## config.mk

```make
export PLATFORM = sky130hd
export DESIGN_NAME = sudoku_io_port
export DESIGN_NICKNAME = d
export VERILOG_FILES = /design/src/rtl/sudoku_io_port.sv
export SDC_FILE = /design/constraint.sdc
export NUM_CORES = 1
export LEC_CHECK = 0
export BUFFER_PORTS_ARGS = -buffer_cell sky130_fd_sc_hd__buf_4
export CORE_AREA = 2 2 507 509
export DETAILED_ROUTE_END_ITERATION = 10
export DIE_AREA = 0 0 509 511
export GPL_TIMING_DRIVEN = 0
export SYNTH_ARGS = -nofsm -noshare
export SYNTH_HDL_FRONTEND = slang
export SYNTH_SLANG_ARGS = --single-unit
export TNS_END_PERCENT = 10
```

## constraint.sdc

```tcl
create_clock -name clk -period 21 [get_ports clk]
set_input_delay 1.05 -clock clk [delete_from_list [all_inputs] [get_ports clk]]
set_output_delay 1.05 -clock clk [all_outputs]
set_load 0.03 [all_outputs]
```

## src/rtl/sudoku_io_port.sv

```systemverilog
// Solver-side bus responder: requests a puzzle, feeds the solver core, drives the result back.
// Optional macro SUDOKU_IO_CHECK_EN adds result validation and a sticky check_fail output.
module sudoku_io_port #(
    parameter int LOAD_LAT     = 2,
    parameter int DRIVE_CYCLES = 3,
    parameter int MAX_CYCLES   = 100000,
    parameter int NUM_PUZZLES  = 0
) (
    input  logic         clk,
    input  logic         rst,
    input  logic [323:0] puz_in,
    output logic [323:0] puz_out,
    output logic         puzzle_oe,
    output logic         next_puzzle,
    output logic         solution,
    output logic         give_up,
    output logic         core_start,
    output logic         core_abort,
    output logic [323:0] core_puzzle,
    input  logic         core_done,
    input  logic         core_solved,
    input  logic [323:0] core_grid,
`ifdef SUDOKU_IO_CHECK_EN
    output logic         check_fail,
`endif
    output logic [9:0]   puzzles_done,
    output logic         halted
);

    typedef enum logic [2:0] {IDLE, REQ, LOAD, START, SOLVE, DRIVE, HALT} state_t;

    state_t      state, next_state;
    logic [31:0] cnt;
    logic        load_last, drive_last, timeout, flag;

`ifdef SUDOKU_IO_CHECK_EN
    function automatic logic grid_ok(input logic [323:0] g, input logic [323:0] p);
        logic ok;
        ok = 1'b1;
        for (int unsigned k = 0; k < 81; k++) begin
            if (g[4*k +: 4] == 4'd0 || g[4*k +: 4] > 4'd9) ok = 1'b0;
            if (p[4*k +: 4] != 4'd0 && p[4*k +: 4] != g[4*k +: 4]) ok = 1'b0;
        end
        return ok;
    endfunction
`endif

    // cnt counts cycles since entry into the current state
    always_comb begin
        load_last  = (cnt == 32'(LOAD_LAT - 1));
        drive_last = (cnt == 32'(DRIVE_CYCLES - 1));
        timeout    = (MAX_CYCLES != 0) && (cnt == 32'(MAX_CYCLES - 1));
`ifdef SUDOKU_IO_CHECK_EN
        flag       = core_solved && grid_ok(core_grid, core_puzzle);
`else
        flag       = core_solved;
`endif
        next_state = state;
        core_abort = 1'b0;
        case (state)
            IDLE:  next_state = REQ;
            REQ:   next_state = LOAD;
            LOAD:  if (load_last) next_state = START;
            START: next_state = SOLVE;
            SOLVE: begin
                if (core_done) begin
                    next_state = DRIVE;
                end else if (timeout) begin
                    next_state = DRIVE;
                    core_abort = 1'b1;
                end
            end
            DRIVE: begin
                if (drive_last) begin
                    if (NUM_PUZZLES != 0 && (puzzles_done + 10'd1) == 10'(NUM_PUZZLES))
                        next_state = HALT;
                    else
                        next_state = REQ;
                end
            end
            HALT:    next_state = HALT;
            default: next_state = IDLE;
        endcase
    end

    assign puzzle_oe  = (state == DRIVE);
    assign core_start = (state == START);
    assign halted     = (state == HALT);

    always_ff @(posedge clk or posedge rst) begin
        if (rst) begin
            state        <= IDLE;
            cnt          <= '0;
            next_puzzle  <= 1'b0;
            solution     <= 1'b0;
            give_up      <= 1'b0;
            puz_out      <= '0;
            core_puzzle  <= '0;
            puzzles_done <= '0;
`ifdef SUDOKU_IO_CHECK_EN
            check_fail   <= 1'b0;
`endif
        end else begin
            state       <= next_state;
            cnt         <= (next_state != state) ? '0 : cnt + 32'd1;
            next_puzzle <= (next_state == REQ);
            solution    <= (state == SOLVE) && core_done && flag;
            give_up     <= (state == SOLVE) && (next_state == DRIVE) && !(core_done && flag);
            if (state == LOAD && load_last)
                core_puzzle <= puz_in;
            if (state == SOLVE) begin
                if (core_done)
                    puz_out <= core_grid;
                else if (timeout)
                    puz_out <= core_puzzle;
            end
            if (state == DRIVE && drive_last)
                puzzles_done <= puzzles_done + 10'd1;
`ifdef SUDOKU_IO_CHECK_EN
            if (state == SOLVE && core_done && core_solved && !flag)
                check_fail <= 1'b1;
`endif
        end
    end

endmodule
```

## Word-level counts from Yosys, hierarchy flattened

Index checks and enable logic that the tools add are counted.

| storage, ports and cells | value |
|---|---|
| input bits | 652 |
| word-level logic and storage cells | 44 |
| output and inout bits | 665 |
| flip-flop bits (word level) | 696 |

| cells by class | value |
|---|---|
| multiplexer cells | 11 |
| add/sub/neg operators | 2 |
| eq/ne operators | 12 |
| reduce and logical (&&, ||, !) cells | 11 |

Operators with widths:

| operator | number |
|---|---|
| $mux 324 | 2 |
| $add 32x1->32 const B | 1 |
| $eq 32x1->1 const B | 1 |
| $eq 32x17->1 const B | 1 |
| $eq 32x2->1 const B | 1 |
| $mux 32 | 1 |
| $pmux 3 s7 | 1 |
| $eq 3x3->1 const B | 4 |
| $mux 3 | 4 |
| $add 10x1->10 const B | 1 |
| $logic_and 1x1->1 | 7 |
| $eq 3x1->1 const B | 2 |
| $eq 3x2->1 const B | 2 |
| $logic_not 3->1 | 1 |
| $mux 1 | 3 |
| $ne 3x3->1 | 1 |
| $reduce_and 2->1 | 1 |
| $reduce_bool 2->1 | 1 |
| $logic_not 1->1 | 1 |

## Depth between registers and ports, before layout

Gate-level depths: netlist of run 1.

| logic depth | value |
|---|---|
| word-level depth | 7 |
| gate-level depth with buffers | 9 |
| mapped depth without buffers | 7 |

## Worst setup path after synthesis of run 1

OpenSTA, ideal clock, no wires.

| timing | value |
|---|---|
| kind | in2out |
| start | input port core_done |
| end | output port core_abort |
| data required time | 19,950 ps |
| setup slack | 17,127 ps |
| buffers on the path | 3 |
| arrival time | 2,823 ps |
| stages | 4 |
| cells stage by stage | clkbuf_1 > clkbuf_1 > buf_1 > nor4b_1 |

| on the way | value |
|---|---|
| word-level cells in the longest chain between the ends | 2 |

Ends and longest elaborated chain:

| item | line | text |
|---|---|---|
| start, declared | 20 | `input logic core_done,` |
| $mux 1 | 66 | `if (core_done) begin` |
| $mux 1 | 60 | `case (state)` |
| end, declared | 18 | `output logic core_abort,` |

No other way between the ends.

## Worst setup path after layout of run 1

| timing | value |
|---|---|
| start | register state[2] |
| end | output port core_abort |

| on the way | value |
|---|---|
| word-level cells in the longest chain between the ends | 2 |

Ends and longest elaborated chain:

| item | line | text |
|---|---|---|
| start, declared | 32 | `state_t state, next_state;` |
| start signal, assigned | 104 | `state <= next_state;` |
| $eq 3x3->1 | 60 |  |
| $mux 1 | 60 |  |

No other way between the ends.

==> qor.yml, run 1 <==
ys_seq_area_share_pct: 58.6
fin_nets: 4436
grt_pass1_wl_um: 268000
final_cell_count_no_fill: 7276
power.leakage_nw: 21.1
synthArstFlopShare_pct: 100
max-slew-margin-rel_pct: 9.99
drtIter0Drc: 2022
synthToLayoutAreaGrowth_pct: 58.5
finalHoldViolCount: 0
via_per_inst: 3.71
rsz0062_at_grt: "no"
drv_slew: 0
grt_max_degree: 121
dp.cells: 7074
rows: 186
p_per_area_mw_per_mm2: 178
post-cts-setup-buffers: 0
holdBufCountCts: 0
wirelength_um: 210000
yosysUniqueCellTypes: 40
clkSinkCount: 696
fin_util_pct: 18.5
clockBufferDepth: 3
grt_pass1_vias: 27345
crit_family: "buffers and inverters"
syn_area_per_cell_um2: 12.6
crit_chain: "clkbuf_1 -> nor2b_1 -> nand2b_1 -> clkbuf_1 -> clkbuf_1 -> nor4b_1 -> buf_4"
vias: 26985
finClkSkew_ns: 0.0491
worst-endpoint-arrival_ns: 3.23
yosysMostFrequentCell: "dfrtp_1"
critPathMaxStageDelay_ns: 0.39
clkTransAtPathRegs_ns: 0.06
postPlaceCellArea_mm2: 0.0440
cts.htree.levels: 3
cp_num_buf_inv: 4
drive_gt1_share_pct: 48.7
core_mm2: 0.255
drtPass1Iterations: 8
synth_top_flop_cell: "dfrtp_1"
min_period_ns: 4.28
place.gp.congestion: 0.958
dp_hpwl_um: 178000
clockRootBuffer: "clkbuf_16"
worstSkewPairLatency_ns: 0.73
startpoint_type: "register"
fin_ws_ns: 16.72
ys_top_cells_by_area: "dfrtp_1, mux2_2, mux2i_1"
die_area_mm2: 0.260
final_area_mm2: 0.0471
cpMaxStageDelayCell: "nor4b_1"
num_io_pins: 1317
synthTopCellsByCount: "dfrtp_1, o21ai_0, mux2_2"
critical_path_class: "reg -> out"
min_period_over_period_pct: 20.4
syn-num-nets: 3024
drc: 0
die_x_um: 509
antenna_left: 0
final-setup-viol-count: 0
p_total_mw: 8.37
ys.warnings.count: 0
cts_resized: 0
overflow: 0
cts_tree: "done"
drv_cap: 0
worst_pin_slew_ns: 1.35
outcome: "completed"
dieHeight_um: 511
fmax_mhz: 234
max-vdd-ir-drop_mv: 0.0999
post-place-ws_ns: 16.62
avgRoutedWirePerCell_um: 28.8
hold_path_class: "in -> async"
synth_seq_cells: 696
antenna_found_initial: 105
yosys.area.top_type: "dfrtp_1"
end_kind: "output port"
worstPathRequired_ns: 19.95
grtUsageTotal_pct: 15.5
syn_inst: 2368
syn_area_mm2: 0.0297
initial_core_util_pct: 11.6
crit_top_cell: "clkbuf_1"
synth_edf_count: 0
cts_inserted_buffers: 88
io_buffers: 1315
yosysTopAreaCellShare_pct: 58.6
crit_fanout: 11
-- worst reg2reg max path: cells and delay by family, from the launching register on --
kind,cells,cell delay [ns]
buf+inv,3,2.01
flops,1,0.41
mux,1,0.44
simple gates,3,0.96
-- per-layer routing --
metal	share of wire [%]	vias up	GRT usage [%]
met5	0.20	-	0
met4	5.1	64	7.05
met2	46	1479	25.0
met1	37	13659	16.9
met3	12	356	7.73
li1	-	11427	-
-- where the power goes --
part | switching [mW] | internal [mW] | total, mW
clock | 0.679 | 0.916 | 1.60
combinational | 2.79 | 1.40 | 4.19
sequential | 0.607 | 1.97 | 2.58
total | 4.07 | 4.29 | 8.37
-- state kept, by name, summed over array words and instances, names as in the netlist --
| name | count |
|---|---|
| cnt | 32 |
| core_puzzle | 324 |
| give_up | 1 |
| next_puzzle | 1 |
| puz_out | 324 |
| puzzles_done | 10 |
| solution | 1 |
| state | 3 |
-- layout make-up --
class | instances | area (µm²)
Clock inverter | 39 | 512
Inverter | 7 | 33.8
Buffer | 188 | 985
Multi-Input combinational cell | 1477 | 11300
Sequential cell | 696 | 17400
Tap cell | 3384 | 4230
Clock buffer | 121 | 2470
Fill cell | 28130 | 208000
Timing Repair Buffer | 1322 | 10100
Antenna cell | 42 | 105
-- stage by stage --
stage | hold slack, ns | TNS (ns)
2_1_floorplan | 0.495 | 0
3_3_place_gp | 0.472 | -5967.05
3_5_place_dp | 0.464 | 0
4_1_cts | 0.306 | 0
5_1_grt | 0.377 | 0
6_report | 0.385 | 0
-- cell families (layout without fill, tap and decap cells) --
family	count (synthesis)	after routing	share of synthesized area, %
AND/OR/NAND/NOR	130	130	2.42
flip-flops	696	696	58.6
AO/OA/AOI/OAI	655	655	11.1
adder cells (fa/ha/maj)	4	4	0.168
XOR/XNOR	39	39	1.15
multiplexers	649	649	23.2
buffers and inverters	195	1677	3.37
other	0	42	0
-- worst paths after layout --
| kind | start | endpoint | slack (ns) | cells past startpoint |
|---|---|---|---|---|
| max | state[2]$_DFF_PP0_ | core_abort | 16.72 | 7 |
| max in group asynchronous | rst | core_puzzle[23]$_DFFE_PP0P_ | 18.78 | 4 |
| min in group clk | puzzles_done[9]$_DFFE_PP0P_ | puzzles_done[9]$_DFFE_PP0P_ | 0.49 | 1 |
| min reg2reg | puzzles_done[9]$_DFFE_PP0P_ | puzzles_done[9]$_DFFE_PP0P_ | 0.49 | 1 |
| max reg2reg | cnt[14]$_DFF_PP0_ | core_puzzle[226]$_DFFE_PP0P_ | 17.09 | 7 |
| min | rst | core_puzzle[145]$_DFFE_PP0P_ | 0.39 | 2 |
-- cell usage in the layout, fill, tap and decap left out, types with 2 or more instances in the layout --
| master | instances |
|---|---|
| buf_4 | 1315 |
| dfrtp_1 | 696 |
| o21ai_0 | 400 |
| mux2_2 | 325 |
| mux2i_1 | 324 |
| o21ai_1 | 250 |
| clkbuf_1 | 128 |
| clkbuf_16 | 88 |
| nor2_1 | 43 |
| diode_2 | 42 |
| buf_2 | 41 |
| buf_6 | 29 |
| xor2_1 | 21 |
| nand4_1 | 19 |
| xnor2_1 | 18 |
| nand2_1 | 15 |
| clkbuf_8 | 14 |
| nand3_1 | 13 |
| clkinv_2 | 13 |
| clkbuf_2 | 8 |
| and3_1 | 8 |
| bufinv_16 | 7 |
| inv_1 | 6 |
| inv_6 | 6 |
| clkinvlp_4 | 6 |
| buf_16 | 6 |
| nor4_1 | 5 |
| nor4_2 | 4 |
| nor3_1 | 4 |
| ha_1 | 4 |
| and4_1 | 3 |
| clkinv_16 | 3 |
| nor2b_1 | 2 |
| and2_1 | 2 |
| nand3b_1 | 2 |
| inv_8 | 2 |
| clkinv_4 | 2 |
Note: power is estimated with default switching activity, not from simulation.
==> inputs of run 2 (changes only) <==
--- a/config.mk
+++ b/config.mk
@@ -6,9 +6,9 @@
 export NUM_CORES = 1
 export LEC_CHECK = 0
 export BUFFER_PORTS_ARGS = -buffer_cell sky130_fd_sc_hd__buf_4
-export CORE_AREA = 2 2 507 509
+export CORE_AREA = 2 2 509 511
 export DETAILED_ROUTE_END_ITERATION = 10
-export DIE_AREA = 0 0 509 511
+export DIE_AREA = 0 0 511 513
 export GPL_TIMING_DRIVEN = 0
 export SYNTH_ARGS = -nofsm -noshare
 export SYNTH_HDL_FRONTEND = slang
==> constraint.sdc (replaced) <==
create_clock -name clk -period 4.1 [get_ports clk]
set_input_delay 0.205 -clock clk [delete_from_list [all_inputs] [get_ports clk]]
set_output_delay 0.205 -clock clk [all_outputs]
set_load 0.03 [all_outputs]
==> run 2 against run 1 <==
Sequential share of layout area down 4.7 points. Wire length rose by 2.1%. Power increased to 5.3 times the previous value. Via count grew 9.7%. Critical path depth unchanged. Clock power rose to 5.3 times the previous value. Combinational power rose to 5.3 times the previous value. First-iteration DRC count grew 0.59%. Sequential power rose to 5.2 times the previous value.
==> qor.yml, run 2 (synthesis results as in run 1) <==
outcome: "completed"
initial_core_util_pct: 11.6
critical_path_class: "reg -> reg"
clkSinkCount: 696
dp_hpwl_um: 180000
drv_cap: 0
reg2reg_depth: 7
clockBufferDepth: 3
final-setup-viol-count: 0
drtPass1Iterations: 5
dieHeight_um: 513
grt_max_degree: 43
hold_depth: 3
drv_slew: 0
via_per_inst: 3.73
p_per_area_mw_per_mm2: 817
num_io_pins: 1317
drc: 0
layout_common_cells: "buf_4, dfrtp_1, dlygate4sd3_1"
crit_chain: "nor4_1 -> nand4_1 -> nor3_1 -> buf_2 -> clkbuf_2 -> buf_2 -> mux2_2"
fmax_mhz: 263
holdPathEnd: "puz_out[167]$_DFFE_PP0P_"
cts.htree.levels: 3
worstSkewPairLatency_ns: 0.72
end_kind: "register"
hold_path_class: "in -> reg"
worst-endpoint-arrival_ns: 4.39
cts_inserted_buffers: 90
fin_util_pct: 21.0
cts_tree: "done"
rsz0062_at_grt: "no"
critPathMaxStageDelay_ns: 0.73
cpMaxStageDelayCell: "clkbuf_2"
min_period_over_period_pct: 92.7
antenna_left: 0
seq_area_mm2: 0.0174
top_regs: "core_puzzle x324, puz_out x324, cnt x32"
worstPathRequired_ns: 4.69
crit_top_cell: "buf_2"
crit_fanout: 12
r2r_end: "core_puzzle[99]$_DFFE_PP0P_"
vias: 29590
synthToLayoutAreaGrowth_pct: 81.4
place.gp.congestion: 0.975
grt_pass1_vias: 30786
wirelength_um: 214000
reg2reg_from: "cnt[17]$_DFF_PP0_"
clockRootBuffer: "clkbuf_16"
die_x_um: 511
io_buffers: 1315
core_mm2: 0.256
worst_pin_slew_ns: 1.33
fill_cells: 27590
multiInputGateArea_mm2: 0.0113
hp-start: "core_grid[167]"
finClkSkew_ns: 0.0335
r2r_slack_ns: 0.30
max-slew-margin-rel_pct: 11.6
avgRoutedWirePerCell_um: 27.0
startpoint_type: "register"
min_period_ns: 3.80
whs_ns: 0.0498
die_area_mm2: 0.262
overflow: 0
cts_resized: 0
finalHoldViolCount: 0
max-vdd-ir-drop_mv: 0.538
crit_family: "buffers and inverters"
grtUsageTotal_pct: 15.7
drtIter0Drc: 2034
clkTransAtPathRegs_ns: 0.06
cp_num_buf_inv: 3
grt_pass1_wl_um: 280000
antenna_found_initial: 77
final_common_cell: "buf_4"
power.leakage_nw: 24.0
fin_nets: 5094
drive_gt1_share_pct: 42.1
rows: 186
==> run 2: changes by cell type in the layout (fill, tap and decap cells not counted), sizes merged <==
cell,change
buf,+16
bufinv,+2
clkbuf,+4
clkinv,-2
clkinvlp,+3
diode,-11
dlygate4sd3,+640
==> run 2: worst max-delay path by stage <==
stage | depth (start not counted) | endpoint | from | slack [ns]
CTS | 7 | core_puzzle[99]$_DFFE_PP0P_ | cnt[14]$_DFF_PP0_ | 0.13
detailed placement | 7 | puz_out[165]$_DFFE_PP0P_ | core_done | 0.01
global placement | 2 | core_puzzle[115]$_DFFE_PP0P_ | rst | -10.51
global route | 7 | core_puzzle[99]$_DFFE_PP0P_ | cnt[14]$_DFF_PP0_ | 0.04
floorplan | 1 | cnt[0]$_DFF_PP0_ | rst | -5.63
finish | 7 | core_puzzle[99]$_DFFE_PP0P_ | cnt[17]$_DFF_PP0_ | 0.30
==> run 2: metal layers <==
| metal | global-route usage [%] | routed length (µm) | share of wire (%) | vias to the layer above |
|---|---|---|---|---|
| li1 | - | - | - | 12733 |
| met1 | 18.2 | 82600 | 39 | 14891 |
| met2 | 25.9 | 100000 | 47 | 1584 |
| met3 | 5.95 | 21200 | 9.9 | 340 |
| met4 | 6.55 | 10100 | 4.7 | 42 |
| met5 | 0 | 285 | 0.13 | - |
==> run 2: layout make-up <==
class,count,share of cell area [%]
Antenna cell,31,0.144
Buffer,188,1.83
Clock buffer,125,4.72
Clock inverter,42,1.07
Inverter,7,0.0557
Multi-Input combinational cell,1477,21.0
Sequential cell,696,32.3
Tap cell,3384,7.85
Timing Repair Buffer,1978,31.0
==> run 2: report_power, final <==
group	leakage (nW)	switching [mW]	internal, mW
clock	1.51	3.56	4.96
combinational	14.0	14.6	7.62
sequential	8.45	3.21	10.1
==> run 2: through the flow <==
| stage | cell area, µm² | instances | TNS [ns] | worst slack [ns] | power, mW |
|---|---|---|---|---|---|
| after detailed placement | 44300 | 7090 | 0 | 0.0128 | 35.2 |
| after floorplan | 29700 | 2368 | -3919.20 | -5.63 | 23.1 |
| final | 53900 | 7928 | 0 | 0.301 | 44.1 |
| after global routing | 53900 | 7908 | 0 | 0.0393 | 45.9 |
| after global placement | 43800 | 7067 | -7238.25 | -10.51 | 35.0 |
| after CTS | 53800 | 7897 | 0 | 0.126 | 44.5 |
==> run 2: timing repair <==
| item | CTS | global route |
|---|---|---|
| buffers inserted | 0 | 0 |
| hold endpoints to repair | 669 | 0 |
| hold buffers | 640 | 0 |
==> run 2: worst min-delay path, delay by kind of cell <==
kind	cells	cell delay [ns]
muxes	1	0.22
AOI/OAI and AO/OA	1	0.20
buffers and inverters	1	0.08
==> inputs of run 3 (changes only) <==
--- a/config.mk
+++ b/config.mk
@@ -6,9 +6,10 @@
 export NUM_CORES = 1
 export LEC_CHECK = 0
 export BUFFER_PORTS_ARGS = -buffer_cell sky130_fd_sc_hd__buf_4
-export CORE_AREA = 2 2 509 511
+export CORE_AREA = 2 2 519 521
+export CTS_BUF_LIST = sky130_fd_sc_hd__clkbuf_8
 export DETAILED_ROUTE_END_ITERATION = 10
-export DIE_AREA = 0 0 511 513
+export DIE_AREA = 0 0 521 523
 export GPL_TIMING_DRIVEN = 0
 export SYNTH_ARGS = -nofsm -noshare
 export SYNTH_HDL_FRONTEND = slang
==> run 3 against run 2 <==
Sequential share of layout area decreased by 1.4 points. Largest power group unchanged. Combinational power about the same. Register-to-register slack got worse by 0.08 ns. Power fell by 0.19%. Final area increased by 4.4%. The flow now finishes with violations (max-capacitance violations). Count of clock-buffer cells in the layout up 59. First-iteration DRC count grew 1.4%. Clock skew increased by 0.030 ns. Critical path type unchanged.
==> qor.yml, run 3 (synthesis results as in run 1) <==
outcome: "finished, violations left"
failed_checks: "max-capacitance violations"
crit_fanout: 13
clkTransAtPathRegs_ns: 0.06
critical_path_class: "reg -> reg"
finClkSkew_ns: 0.0635
min_period_over_period_pct: 94.6
startpoint_type: "register"
drv_cap: 1
antenna_left: 0
fill_cells: 28756
finalHoldViolCount: 0
p_total_mw: 44.0
synthToLayoutAreaGrowth_pct: 89.3
clkSinkCount: 696
die_x_um: 521
p_per_area_mw_per_mm2: 782
worstPathRequired_ns: 4.83
fmax_mhz: 258
cts.htree.levels: 4
post-place-ws_ns: 0.178
max-vdd-ir-drop_mv: 0.471
drv_slew: 0
rsz0062_at_grt: "no"
dp.cells: 7261
end_kind: "register"
final-setup-viol-count: 0
r2r_slack_ns: 0.22
power.leakage_nw: 25.1
grt_pass1_wl_um: 301000
die_area_mm2: 0.272
io_buffers: 1315
vias: 31279
antenna_found_initial: 117
drtIter0Drc: 2062
via_per_inst: 3.71
clockBufferDepth: 4
grt_max_degree: 44
hold_path_class: "in -> reg"
dieHeight_um: 523
cp_num_buf_inv: 3
min_period_ns: 3.88
fin_util_pct: 21.1
cts_inserted_buffers: 144
core_mm2: 0.267
worst_pin_slew_ns: 1.49
avgRoutedWirePerCell_um: 27.7
drtPass1Iterations: 5
top_regs: "core_puzzle x324, puz_out x324, cnt x32"
crit_family: "buffers and inverters"
dp_hpwl_um: 194000
num_io_pins: 1317
overflow: 0
critPathMaxStageDelay_ns: 0.73
wirelength_um: 234000
clockRootBuffer: "clkbuf_8"
rows: 190
worstSkewPairLatency_ns: 0.91
cpMaxStageDelayCell: "buf_2"
cts_tree: "done"
worst-endpoint-arrival_ns: 4.61
place.gp.congestion: 0.942
grt_pass1_vias: 32507
crit_chain: "nor4_1 -> nand4_1 -> nor3_1 -> buf_2 -> buf_2 -> buf_2 -> mux2_2"
drive_gt1_share_pct: 40.7
final_cell_count_no_fill: 8442
fin_nets: 5366
grtUsageTotal_pct: 16.4
final_common_cell: "buf_4"
drc: 0
fin_ws_ns: 0.220
crit_top_cell: "buf_2"
initial_core_util_pct: 11.1
layout_common_cells: "buf_4, dlygate4sd3_1, dfrtp_1"
max-slew-margin-rel_pct: 0.381
[run 3: through the flow]
stage	hold WS [ns]	TNS [ns]	area, µm²
after global placement	0.438	-7323.50	44000
after floorplan	0.336	-3919.20	29700
after detailed placement	0.313	0	44600
final	0.159	0	56300
after global routing	0.0484	0	56200
after CTS	0.000526	0	56100
[run 3: metal layers]
metal	global-route usage, %	part of all wire [%]	up-vias
li1	-	-	13357
met1	18.5	38	15668
met2	26.2	45	1729
met3	6.95	11	475
met4	9.23	6.3	50
met5	0	0.15	-
[run 3: power by group]
group          switching [mW]  internal, mW
clock network            3.56          4.22
registers                3.61          10.1
logic                    14.7          7.80
total                    21.9          22.1
[run 3: path summary, 6_finish.rpt]
kind | start | end | cells past startpoint
max reg2reg | cnt[14]$_DFF_PP0_ | core_puzzle[210]$_DFFE_PP0P_ | 7
min reg2reg | puzzles_done[9]$_DFFE_PP0P_ | puzzles_done[9]$_DFFE_PP0P_ | 1
min | puz_in[226] | core_puzzle[226]$_DFFE_PP0P_ | 3
min in group asynchronous | rst | core_puzzle[242]$_DFFE_PP0P_ | 4
max in group asynchronous | rst | puz_out[48]$_DFFE_PP0P_ | 10
max | cnt[14]$_DFF_PP0_ | core_puzzle[210]$_DFFE_PP0P_ | 7
[run 3: worst register-to-register path: cells and delay by family (launching register included)]
kind          cells  cell delay [ns]
buf+inv           3             1.93
simple gates      3             0.99
mux               1             0.44
flops             1             0.41
[run 3: what timing repair did]
action	CTS	global route
endpoints found under the hold margin	826	0
hold buffers	855	0
gates resized for setup	0	1
setup buffers	0	0
setup endpoints to repair	0	9
[run 3: area by class of cell]
cell class / count / area, µm² / area share, %
Timing Repair Buffer: 2196 / 19000 / 33.7
Clock inverter: 67 / 398 / 0.707
Sequential cell: 696 / 17400 / 31.0
Buffer: 188 / 985 / 1.75
Tap cell: 3552 / 4440 / 7.90
Multi-Input combinational cell: 1477 / 11300 / 20.1
Clock buffer: 184 / 2530 / 4.50
Inverter: 7 / 30.0 / 0.0534
Antenna cell: 75 / 188 / 0.334
